==> config.mk <==
export PLATFORM = sky130hd
export DESIGN_NAME = cacheline_adapter
export DESIGN_NICKNAME = d
export VERILOG_FILES = /design/src/rtl/cacheline_adapter_pkg.sv /design/src/rtl/cacheline_adapter_beat_assembler.sv /design/src/rtl/cacheline_adapter.sv
export SDC_FILE = /design/constraint.sdc
export NUM_CORES = 1
export LEC_CHECK = 0
export ABC_AREA = 1
export CORE_AREA = 2 2 298 300
export CTS_CLUSTER_SIZE = 40
export DETAILED_ROUTE_END_ITERATION = 10
export DIE_AREA = 0 0 300 302
export GPL_TIMING_DRIVEN = 0
export PLACE_DENSITY_LB_ADDON = 0.25
export SYNTH_ARGS = -nofsm -noshare
export SYNTH_HDL_FRONTEND = slang
export SYNTH_HIERARCHICAL = 1
export SYNTH_SLANG_ARGS = --single-unit
==> constraint.sdc <==
create_clock -name clk -period 10.17 [get_ports clk]
set_input_delay 2.034 -clock clk [delete_from_list [all_inputs] [get_ports clk]]
set_output_delay 2.034 -clock clk [all_outputs]
set_load 0.005 [all_outputs]
==> src/rtl/cacheline_adapter_pkg.sv <==
// cacheline_adapter_types
//   Shared types and constants for the cacheline adapter and its beat
//   assembler: FSM state encoding, burst geometry and the beat counter type.
//   line_align() clears the byte-offset bits of a line address.
//   Optional feature macro used by the design: CACHELINE_ADAPTER_WBUF_EN.
package cacheline_adapter_types;

   localparam int ADDR_W     = 32;
   localparam int BEATS      = 4;
   localparam int BEAT_W     = 64;
   localparam int LINE_W     = BEATS * BEAT_W;
   localparam int OFFSET_IDX = 5;

   typedef logic [1:0] beat_cnt_t;

   typedef enum logic [2:0] {
      IDLE,
      RD_ISSUE,
      RD_WAIT,
      RD_RESP,
      WR_BEAT
   } adapter_state_t;

   function automatic logic [ADDR_W-1:0] line_align(input logic [ADDR_W-1:0] a);
      return {a[ADDR_W-1:OFFSET_IDX], {OFFSET_IDX{1'b0}}};
   endfunction

endpackage

==> src/rtl/cacheline_adapter_beat_assembler.sv <==
// cacheline_beat_assembler
//   Beat counter plus one line register. Read bursts store each returned
//   beat into the slot selected by the counter; write bursts load the whole
//   line and present the slot selected by the counter as the outgoing beat.
// Ports:
//   clk, rst        clock, synchronous active-low reset (counter only)
//   i_cnt_clr       force counter to 0
//   i_cnt_inc       advance counter (wraps 3 -> 0)
//   i_line_load     load the whole line from i_line_data
//   i_line_data     line to load
//   i_beat_store    write i_beat_data into slot o_cnt
//   i_beat_data     beat to store
//   o_cnt           current beat index
//   o_last          counter is on the final beat
//   o_line          assembled / loaded line
//   o_beat          line slice selected by the counter
module cacheline_beat_assembler
   import cacheline_adapter_types::*;
(
   input  logic              clk,
   input  logic              rst,
   input  logic              i_cnt_clr,
   input  logic              i_cnt_inc,
   input  logic              i_line_load,
   input  logic [LINE_W-1:0] i_line_data,
   input  logic              i_beat_store,
   input  logic [BEAT_W-1:0] i_beat_data,
   output beat_cnt_t         o_cnt,
   output logic              o_last,
   output logic [LINE_W-1:0] o_line,
   output logic [BEAT_W-1:0] o_beat
);

   beat_cnt_t         r_cnt;
   logic [LINE_W-1:0] r_line;

   always_ff @(posedge clk) begin
      if (!rst) begin
         r_cnt <= '0;
      end else if (i_cnt_clr) begin
         r_cnt <= '0;
      end else if (i_cnt_inc) begin
         r_cnt <= r_cnt + 2'd1;
      end
   end

   // Line storage carries no reset; its contents are only observed after a
   // complete load or a full set of beat stores.
   always_ff @(posedge clk) begin
      if (i_line_load) begin
         r_line <= i_line_data;
      end else if (i_beat_store) begin
         r_line[r_cnt*BEAT_W +: BEAT_W] <= i_beat_data;
      end
   end

   assign o_cnt  = r_cnt;
   assign o_last = (r_cnt == 2'd3);
   assign o_line = r_line;
   assign o_beat = r_line[r_cnt*BEAT_W +: BEAT_W];

endmodule

==> src/rtl/cacheline_adapter.sv <==
// cacheline_adapter
//   Memory-side responder for the cacheline interface. Each 256-bit line
//   read or write from the cache arbiter becomes a 4-beat, 64-bit burst on
//   bmem. One request is in flight at a time.
// Optional feature: define CACHELINE_ADAPTER_WBUF_EN for a one-line posted
//   write buffer drained in the background; reads that hit the buffered
//   line are answered from it without bmem traffic. Undefined = writes
//   block the adapter until all four beats are accepted.
// Ports:
//   clk, rst                      clock, synchronous active-low reset
//   ufp_addr/read/write/wdata     request side from the cache arbiter
//   ufp_ready                     request accepted when ready & (read|write)
//   ufp_raddr/rdata/rvalid        one-cycle read response
//   bmem_addr/read/write/wdata    burst command and write beats
//   bmem_ready                    bmem accepts command or beat
//   bmem_raddr/rdata/rvalid       returned read beats
module cacheline_adapter
   import cacheline_adapter_types::*;
(
   input  logic              clk,
   input  logic              rst,
   input  logic [ADDR_W-1:0] ufp_addr,
   input  logic              ufp_read,
   input  logic              ufp_write,
   input  logic [LINE_W-1:0] ufp_wdata,
   output logic              ufp_ready,
   output logic [ADDR_W-1:0] ufp_raddr,
   output logic [LINE_W-1:0] ufp_rdata,
   output logic              ufp_rvalid,
   output logic [ADDR_W-1:0] bmem_addr,
   output logic              bmem_read,
   output logic              bmem_write,
   output logic [BEAT_W-1:0] bmem_wdata,
   input  logic              bmem_ready,
   input  logic [ADDR_W-1:0] bmem_raddr,
   input  logic [BEAT_W-1:0] bmem_rdata,
   input  logic              bmem_rvalid
);

   adapter_state_t    r_state;
   adapter_state_t    w_state_nxt;
   logic [ADDR_W-1:0] r_addr;
   logic [ADDR_W-1:0] w_line_addr;

   beat_cnt_t         w_cnt;
   logic              w_last;
   logic [LINE_W-1:0] w_line;
   logic [BEAT_W-1:0] w_beat;

   logic              w_cnt_clr;
   logic              w_cnt_inc;
   logic              w_line_load;
   logic [LINE_W-1:0] w_line_src;
   logic              w_beat_store;
   logic              w_addr_latch;
   logic              w_ready;
   logic              w_rvalid;
   logic              w_fsm_read;
   logic              w_fsm_write;
   logic              w_beat_match;

   logic              w_wb_valid;
   logic              w_wb_hit;
   logic [ADDR_W-1:0] w_wb_addr;
   logic [LINE_W-1:0] w_wb_data;
   logic [BEAT_W-1:0] w_wb_beat;
   logic              w_drain_write;

   assign w_line_addr  = line_align(r_addr);
   assign w_beat_match = bmem_rvalid && (bmem_raddr == w_line_addr);

   cacheline_beat_assembler u_asm (
      .clk          (clk),
      .rst          (rst),
      .i_cnt_clr    (w_cnt_clr),
      .i_cnt_inc    (w_cnt_inc),
      .i_line_load  (w_line_load),
      .i_line_data  (w_line_src),
      .i_beat_store (w_beat_store),
      .i_beat_data  (bmem_rdata),
      .o_cnt        (w_cnt),
      .o_last       (w_last),
      .o_line       (w_line),
      .o_beat       (w_beat)
   );

`ifdef CACHELINE_ADAPTER_WBUF_EN
   logic              r_wb_valid;
   logic [ADDR_W-1:0] r_wb_addr;
   logic [LINE_W-1:0] r_wb_data;
   beat_cnt_t         r_wb_cnt;
   logic              w_wb_load;

   // Drain engine: whenever the buffer holds a line it offers beats to
   // bmem; the buffer frees itself when the fourth beat is accepted.
   always_ff @(posedge clk) begin
      if (!rst) begin
         r_wb_valid <= 1'b0;
         r_wb_cnt   <= '0;
      end else if (w_wb_load) begin
         r_wb_valid <= 1'b1;
         r_wb_cnt   <= '0;
      end else if (r_wb_valid && bmem_ready) begin
         r_wb_cnt <= r_wb_cnt + 2'd1;
         if (r_wb_cnt == 2'd3) begin
            r_wb_valid <= 1'b0;
         end
      end
   end

   always_ff @(posedge clk) begin
      if (w_wb_load) begin
         r_wb_addr <= line_align(ufp_addr);
         r_wb_data <= ufp_wdata;
      end
   end

   assign w_wb_valid    = r_wb_valid;
   assign w_wb_hit      = r_wb_valid && (r_wb_addr == w_line_addr);
   assign w_wb_addr     = r_wb_addr;
   assign w_wb_data     = r_wb_data;
   assign w_wb_beat     = r_wb_data[r_wb_cnt*BEAT_W +: BEAT_W];
   assign w_drain_write = r_wb_valid;
`else
   assign w_wb_valid    = 1'b0;
   assign w_wb_hit      = 1'b0;
   assign w_wb_addr     = '0;
   assign w_wb_data     = '0;
   assign w_wb_beat     = '0;
   assign w_drain_write = 1'b0;
`endif

   always_ff @(posedge clk) begin
      if (!rst) begin
         r_state <= IDLE;
      end else begin
         r_state <= w_state_nxt;
      end
   end

   always_ff @(posedge clk) begin
      if (w_addr_latch) begin
         r_addr <= ufp_addr;
      end
   end

   always_comb begin
      w_state_nxt  = r_state;
      w_cnt_clr    = 1'b0;
      w_cnt_inc    = 1'b0;
      w_line_load  = 1'b0;
      w_line_src   = ufp_wdata;
      w_beat_store = 1'b0;
      w_addr_latch = 1'b0;
      w_ready      = 1'b0;
      w_rvalid     = 1'b0;
      w_fsm_read   = 1'b0;
      w_fsm_write  = 1'b0;
`ifdef CACHELINE_ADAPTER_WBUF_EN
      w_wb_load    = 1'b0;
`endif
      case (r_state)
         IDLE: begin
            // A write presented while the buffer is still draining must not
            // be accepted; reads stay acceptable in that case.
            w_ready = !(ufp_write && w_wb_valid);
            if (ufp_write && w_ready) begin
`ifdef CACHELINE_ADAPTER_WBUF_EN
               w_wb_load = 1'b1;
`else
               w_addr_latch = 1'b1;
               w_line_load  = 1'b1;
               w_cnt_clr    = 1'b1;
               w_state_nxt  = WR_BEAT;
`endif
            end else if (ufp_read && w_ready) begin
               w_addr_latch = 1'b1;
               w_state_nxt  = RD_ISSUE;
            end
         end
         RD_ISSUE: begin
            if (w_wb_hit) begin
               w_line_load = 1'b1;
               w_line_src  = w_wb_data;
               w_state_nxt = RD_RESP;
            end else begin
               // A pending buffer drain owns bmem; the read waits for it.
               w_fsm_read = !w_wb_valid;
               if (!w_wb_valid && bmem_ready) begin
                  w_cnt_clr   = 1'b1;
                  w_state_nxt = RD_WAIT;
               end
            end
         end
         RD_WAIT: begin
            if (w_beat_match) begin
               w_beat_store = 1'b1;
               w_cnt_inc    = 1'b1;
               if (w_last) begin
                  w_state_nxt = RD_RESP;
               end
            end
         end
         RD_RESP: begin
            w_rvalid    = 1'b1;
            w_state_nxt = IDLE;
         end
         WR_BEAT: begin
            w_fsm_write = 1'b1;
            if (bmem_ready) begin
               w_cnt_inc = 1'b1;
               if (w_last) begin
                  w_state_nxt = IDLE;
               end
            end
         end
         default: begin
            w_state_nxt = IDLE;
         end
      endcase
   end

   // Strobes are forced low while reset is held so nothing leaks out of a
   // burst that is being abandoned.
   assign ufp_ready  = rst && w_ready;
   assign ufp_rvalid = rst && w_rvalid;
   assign bmem_read  = rst && w_fsm_read;
   assign bmem_write = rst && (w_fsm_write || w_drain_write);
   assign bmem_addr  = w_drain_write ? w_wb_addr : w_line_addr;
   assign bmem_wdata = w_drain_write ? w_wb_beat : w_beat;
   assign ufp_raddr  = r_addr;
   assign ufp_rdata  = w_line;

endmodule

# After elaboration in Yosys (flattened, before gate mapping)
# Index checks and enable logic that the tools add are counted.
[word_totals]
regBits = 293
in_bits = 390
out_inout_bits = 388
word_cells = 56
[op_classes]
n_addsub = 2
n_eq_ne = 12
shift = 3
n_mux = 25
n_bitwise = 1
n_reduce_logical = 9
[ops]
columns = ["op", "count"]
rows = [
  ["$mux W256", 2],
  ["$bwmux W256", 1],
  ["$shift A64 B34 Y256 const A", 1],
  ["$shiftx A256 B9 Y64", 1],
  ["$shiftx A64 B34 Y256", 1],
  ["$neg A8 Y34", 1],
  ["$eq A32 B32 Y1", 1],
  ["$mux W3", 7],
  ["$mux W1", 12],
  ["$pmux W3 S4", 1],
  ["$eq A3 B2 Y1 const B", 2],
  ["$ne A2 B2 Y1 const B", 3],
  ["$reduce_and A6 Y1", 1],
  ["$logic_and A1 B1 Y1", 5],
  ["$ne A2 B1 Y1 const B", 2],
  ["$pmux W1 S2", 2],
  ["$eq A3 B1 Y1 const B", 1],
  ["$eq A3 B3 Y1 const B", 1],
  ["$logic_not A3 Y1", 1],
  ["$ne A3 B3 Y1 const B", 1],
  ["$add A2 B1 Y2 const B", 1],
  ["$eq A2 B2 Y1 const B", 1],
  ["$reduce_bool A2 Y1", 1],
  ["$reduce_or A2 Y1", 1],
  ["$not A1 Y1", 1],
]

# Logic depth before layout (Yosys ltp)
# Gate-level depths: netlist of the first run.
[logic_depth]
word_depth = 6
ltp_mapped = 13

# By module
# The synthesis of the first run kept the hierarchy.
[by_module_without_submodules]
columns = ["module", "instances", "cells_each", "area_per_inst_um2", "seq_area_each_um2"]
rows = [
  ["cacheline_beat_assembler", 1, 2107, 16057.9, 7727.4],
  ["cacheline_adapter", 1, 271, 2103.3, 1021.0],
]

# Worst setup path after synthesis of the first run
# No wires, ideal clock.
[synth_timing]
path_type = "input -> register"
start = "input bmem_raddr[0]"
end = "register u_asm.r_line[0] (netlist: u_asm/o_line[0]), enable pin"
t_arrival_ps = 7275
path_slack_ps = 2321
cell_stages = 11
n_path_buf = 0
cell_sequence = "inv_1 nand2_1 nor2_1 nand2_1 nor2_1 nand2_1 nor2_1 nand2_1 nor2_1 inv_1 o21ai_0"
[synth_via]
elab_chain_len = 5
[synth_rtl]
columns = ["element", "line_no", "rtl"]
rows = [
  ["start: declaration", "cacheline_adapter.sv:35", "input logic [ADDR_W-1:0] bmem_raddr,"],
  ["$eq A32 B32 Y1", "cacheline_adapter.sv:70", "assign w_beat_match = bmem_rvalid && (bmem_raddr == w_line_addr);"],
  ["$logic_and A1 B1 Y1", "cacheline_adapter.sv:70", ""],
  ["$mux W1", "cacheline_adapter.sv:196", "if (w_beat_match) begin"],
  ["$mux W1", "cacheline_adapter.sv:162", "case (r_state)"],
  ["named net w_beat_store", "cacheline_adapter.sv:54", "logic w_beat_store;"],
  ["$reduce_bool A2 Y1 (no source line)", "-", ""],
  ["end signal: assignment", "cacheline_adapter_beat_assembler.sv:51", "r_line <= i_line_data;"],
  ["end signal: indexed assignment", "cacheline_adapter_beat_assembler.sv:53", "r_line[r_cnt*BEAT_W +: BEAT_W] <= i_beat_data;"],
  ["end: declaration", "cacheline_adapter_beat_assembler.sv:35", "logic [LINE_W-1:0] r_line;"],
]
# The timed path passes the listed nets, and every way through them passes these cells.
# A chain may end at the register's enable or synchronous reset.

# Final worst setup path of the first run
[layout_timing]
start = "input rst"
end = "output ufp_rvalid"
[layout_via]
elab_chain_len = 1
[layout_rtl]
columns = ["element", "line_no", "rtl"]
rows = [
  ["start: declaration", "cacheline_adapter.sv:21", "input logic rst,"],
  ["$logic_and A1 B1 Y1", "cacheline_adapter.sv:226", "assign ufp_rvalid = rst && w_rvalid;"],
  ["end: declaration", "cacheline_adapter.sv:29", "output logic ufp_rvalid,"],
]
# Every way passes these cells.

==> flow_summary.json, run 1 <==
{
  "drc_errors": 0,
  "die_area_um2": 90600,
  "finalHoldViolCount": 0,
  "io_pins": 778,
  "min_from": "r_state[2]",
  "hold_depth": 2,
  "crit_chain": "clkdlybuf4s50_1, inv_1, nor4_1, clkdlybuf4s50_1",
  "crit_arrival_ns": 3.67,
  "yosys_warnings": 6,
  "synth_common_cells": "nand2_1 (1053), edfxtp_1 (288), inv_1 (269), nand3_1 (197), nand3b_1 (128)",
  "grt_pass1_vias": 19251,
  "area.growth.synth_to_final_pct": 59.5,
  "start_util": 0.207,
  "ir_drop_v": 0.000136,
  "ys_seq_elements": 293,
  "required_ns": 8.14,
  "final_max_slew_viol_count": 11,
  "synth_top_family_by_area": "simple AND/OR/NAND/NOR gates",
  "drive_gt1_frac": 0.0847,
  "synth_xor_area_frac": 0.000965,
  "syn_avg_cell_area_um2": 7.64,
  "setup_viol": 0,
  "routed_wl_um": 120000,
  "maxCapViolCount": 1,
  "crit_family": "buffers and inverters",
  "slowest_delay_ns": 0.66,
  "grt_use_met2": 0.433,
  "synth_flop_cell": "edfxtp_1",
  "cts_hold_buf": 0,
  "end_kind": "output port",
  "synthArstFlopShare": 0,
  "maxSlewHeadroom": -0.0265,
  "syn_area_um2": 18200,
  "grt_usage": 0.255,
  "grt_setup_unrepaired": "false",
  "hold_class": "reg -> reg",
  "cts_sinks": 293,
  "synthMuxAreaShare": 0,
  "rows": 109,
  "powerDensity_nw_per_um2": 242,
  "regArea_um2": 8750,
  "whs_endpoint": "r_state[2]",
  "chipWidth_um": 300,
  "leakage_nw": 12.4,
  "critPathBufInv": 3,
  "start_kind": "input port",
  "timing.clock.skew_ns": 0.0290,
  "synth_area_leaders": "edfxtp_1 (48%), nand2_1 (22%), inv_1 (5.6%)",
  "cp_common_cell": "clkdlybuf4s50_1",
  "violations": "max-capacitance violations, max-slew violations",
  "postCtsSetupBuffers": 0,
  "firstDrtPassIters": 7,
  "busiest_layer": "met2",
  "antenna_left": 0,
  "clk_path_buf_depth": 3,
  "slowest_stage": "clkdlybuf4s50_1",
  "grt_pass1_wl_um": 158000,
  "ys_types": 38,
  "overflow": 0,
  "period_minus_slack_ns": 5.70,
  "outcome": "finished with violations",
  "r2r_end": "u_asm/o_line[158]",
  "cts_tree": "built",
  "reg2reg_depth": 9,
  "grt_max_degree": 36,
  "nets": 3600,
  "path_max_fanout": 6,
  "r2r-start": "u_asm/o_cnt[0]",
  "synth_fa_ha_area_frac": 0.00344,
  "synthSimpleGateAreaFrac": 0.373,
  "dpl.hpwl_um": 87900,
  "synth_edf_count": 288,
  "drtIter0Drc": 1623,
  "multi_input_comb_area_um2": 7320,
  "port_buffers": 772,
  "ctsHtreeMaxLevel": 2,
  "cts-buffers-inserted": 40,
  "wire_per_inst_um": 27.2,
  "gp_congestion": 0.884,
  "fin_util": 0.331,
  "fillCellCount": 9376,
  "fin_crit_sh": 0.561,
  "synth_top_area_share": 0.476,
  "post_cts_resized": 0,
  "grtUsageMet1": 0.312,
  "vias": 19846,
  "antenna_found_initial": 15,
  "synthCells": 2378,
  "clock-root-buffer": "clkbuf_16",
  "insertion_delay_ns": 0.59,
  "setup_tns_ns": 0,
  "synth-compound-area-share": 0.0216,
  "synth_area_leader_cell": "edfxtp_1",
  "grt_use_met3": 0.0631,
  "clk_pin_slew_ns": 0.06,
  "synth.most_common_cell": "nand2_1",
  "viasPerCell": 4.51,
  "max_freq_mhz": 175,
  "yosysSeqAreaShare": 0.482,
  "crit_type": "in -> out",
  "die_height_um": 302,
  "r2r_slack_ns": 6.43,
  "core_area_um2": 87600,
  "tightestPinTransition_ns": 1.54
}
cell type report:
cell class,count,share of cell area
Antenna cell,3,0.000259
Inverter,274,0.0356
Buffer,183,0.0392
Sequential cell,293,0.302
Clock buffer,53,0.0381
Tap cell,1165,0.0503
Timing Repair Buffer,781,0.274
Clock inverter,19,0.00778
Multi-Input combinational cell,1632,0.253
how the worst max path moves through the flow:
stage	start	endpoint	cells after the start
floorplan	bmem_raddr[0]	u_asm/o_line[0]	11
global placement	bmem_raddr[23]	u_asm/o_line[216]	13
detailed placement	rst	ufp_rvalid	4
CTS	rst	ufp_rvalid	4
global route	rst	ufp_rvalid	4
finish	rst	ufp_rvalid	4
through the flow:
stage / cell area [um2] / instances / hold WS (ns) / total power [mW] / worst slack, ns
after detailed placement: 27600 / 4328 / 0.651 / 5.54 / 4.49
after CTS: 29000 / 4400 / 0.658 / 7.07 / 4.49
after floorplan: 18200 / 2382 / 0.604 / 3.36 / 2.32
after global routing: 29000 / 4401 / 0.722 / 7.35 / 4.41
after global placement: 27400 / 4319 / 0.652 / 5.56 / -4.82
final: 29000 / 4403 / 0.659 / 7.02 / 4.47
where the power goes:
group | switching, mW | internal, mW | total [mW]
registers | 0.278 | 1.93 | 2.20
logic | 1.81 | 1.51 | 3.32
clock network | 0.608 | 0.887 | 1.49
cells by family after synthesis:
logic type	count (synthesis)
AO/OA/AOI/OAI	77
XOR/XNOR	2
adder cells (fa/ha/maj)	5
buffers and inverters	457
flip-flops	293
other	1
AND/OR/NAND/NOR	1543
cells in the final DEF (no fill, tap or decap), types with 4 or more instances in the layout:
| master | Yosys | layout |
|---|---|---|
| conb_1 | 1 | 5 |
| dfxtp_1 | 5 | 5 |
| buf_6 | 19 | 19 |
| nor2_4 | 4 | 4 |
| ha_1 | 5 | 5 |
| nand3_1 | 197 | 197 |
| buf_16 | 0 | 4 |
| buf_1 | 10 | 8 |
| buf_12 | 1 | 6 |
| edfxtp_1 | 288 | 288 |
| inv_2 | 4 | 4 |
| nand2_1 | 1053 | 1051 |
| clkinv_1 | 0 | 7 |
| inv_1 | 269 | 269 |
| or2_2 | 50 | 50 |
| or2_1 | 14 | 14 |
| clkbuf_1 | 40 | 47 |
| nand3b_1 | 128 | 128 |
| nor2_1 | 86 | 86 |
| clkdlybuf4s50_1 | 0 | 772 |
| clkinv_2 | 0 | 5 |
| a21oi_1 | 5 | 4 |
| clkbuf_16 | 0 | 42 |
| buf_4 | 53 | 53 |
| bufinv_16 | 0 | 5 |
| o21ai_1 | 10 | 10 |
| buf_2 | 59 | 61 |
| o21ai_0 | 59 | 57 |
routing by layer:
metal,wire length (um),part of all wire
met3,10000,0.084
met1,47600,0.40
met5,50,0.00042
met2,57400,0.48
met4,4570,0.038
worst min-delay path: stages (launching register included):
cell and delay [ns]:
dfxtp_1 0.38, nand4_1 0.16, a21oi_1 0.07
sequential cells by signal, summed over array words and instances (netlist names):
name          count
u_asm/o_cnt       2
u_asm/o_line    256
r_state           3
ufp_raddr        32
(Power assumes the default switching activity.)
==> inputs of run 2 (changes only) <==
clock period = 5.5 ns   (was 10.17 ns; I/O delays follow)
==> results of run 2 <==
Same layout as run 1 (identical final DEF). Status: finished with violations: max-capacitance violations, max-slew violations.
Main changes from that run: setup slack after placement 4.49 ns -> 1.40 ns; setup slack after layout 4.47 ns -> 0.853 ns; start point of the critical path rst -> u_asm/o_cnt[1]; end point of the critical path ufp_rvalid -> bmem_wdata[23]; register-to-register setup slack 6.43 ns -> 1.76 ns; total power 7.02 mW -> 13.0 mW; worst IR drop on VDD 0.000136 V -> 0.000252 V
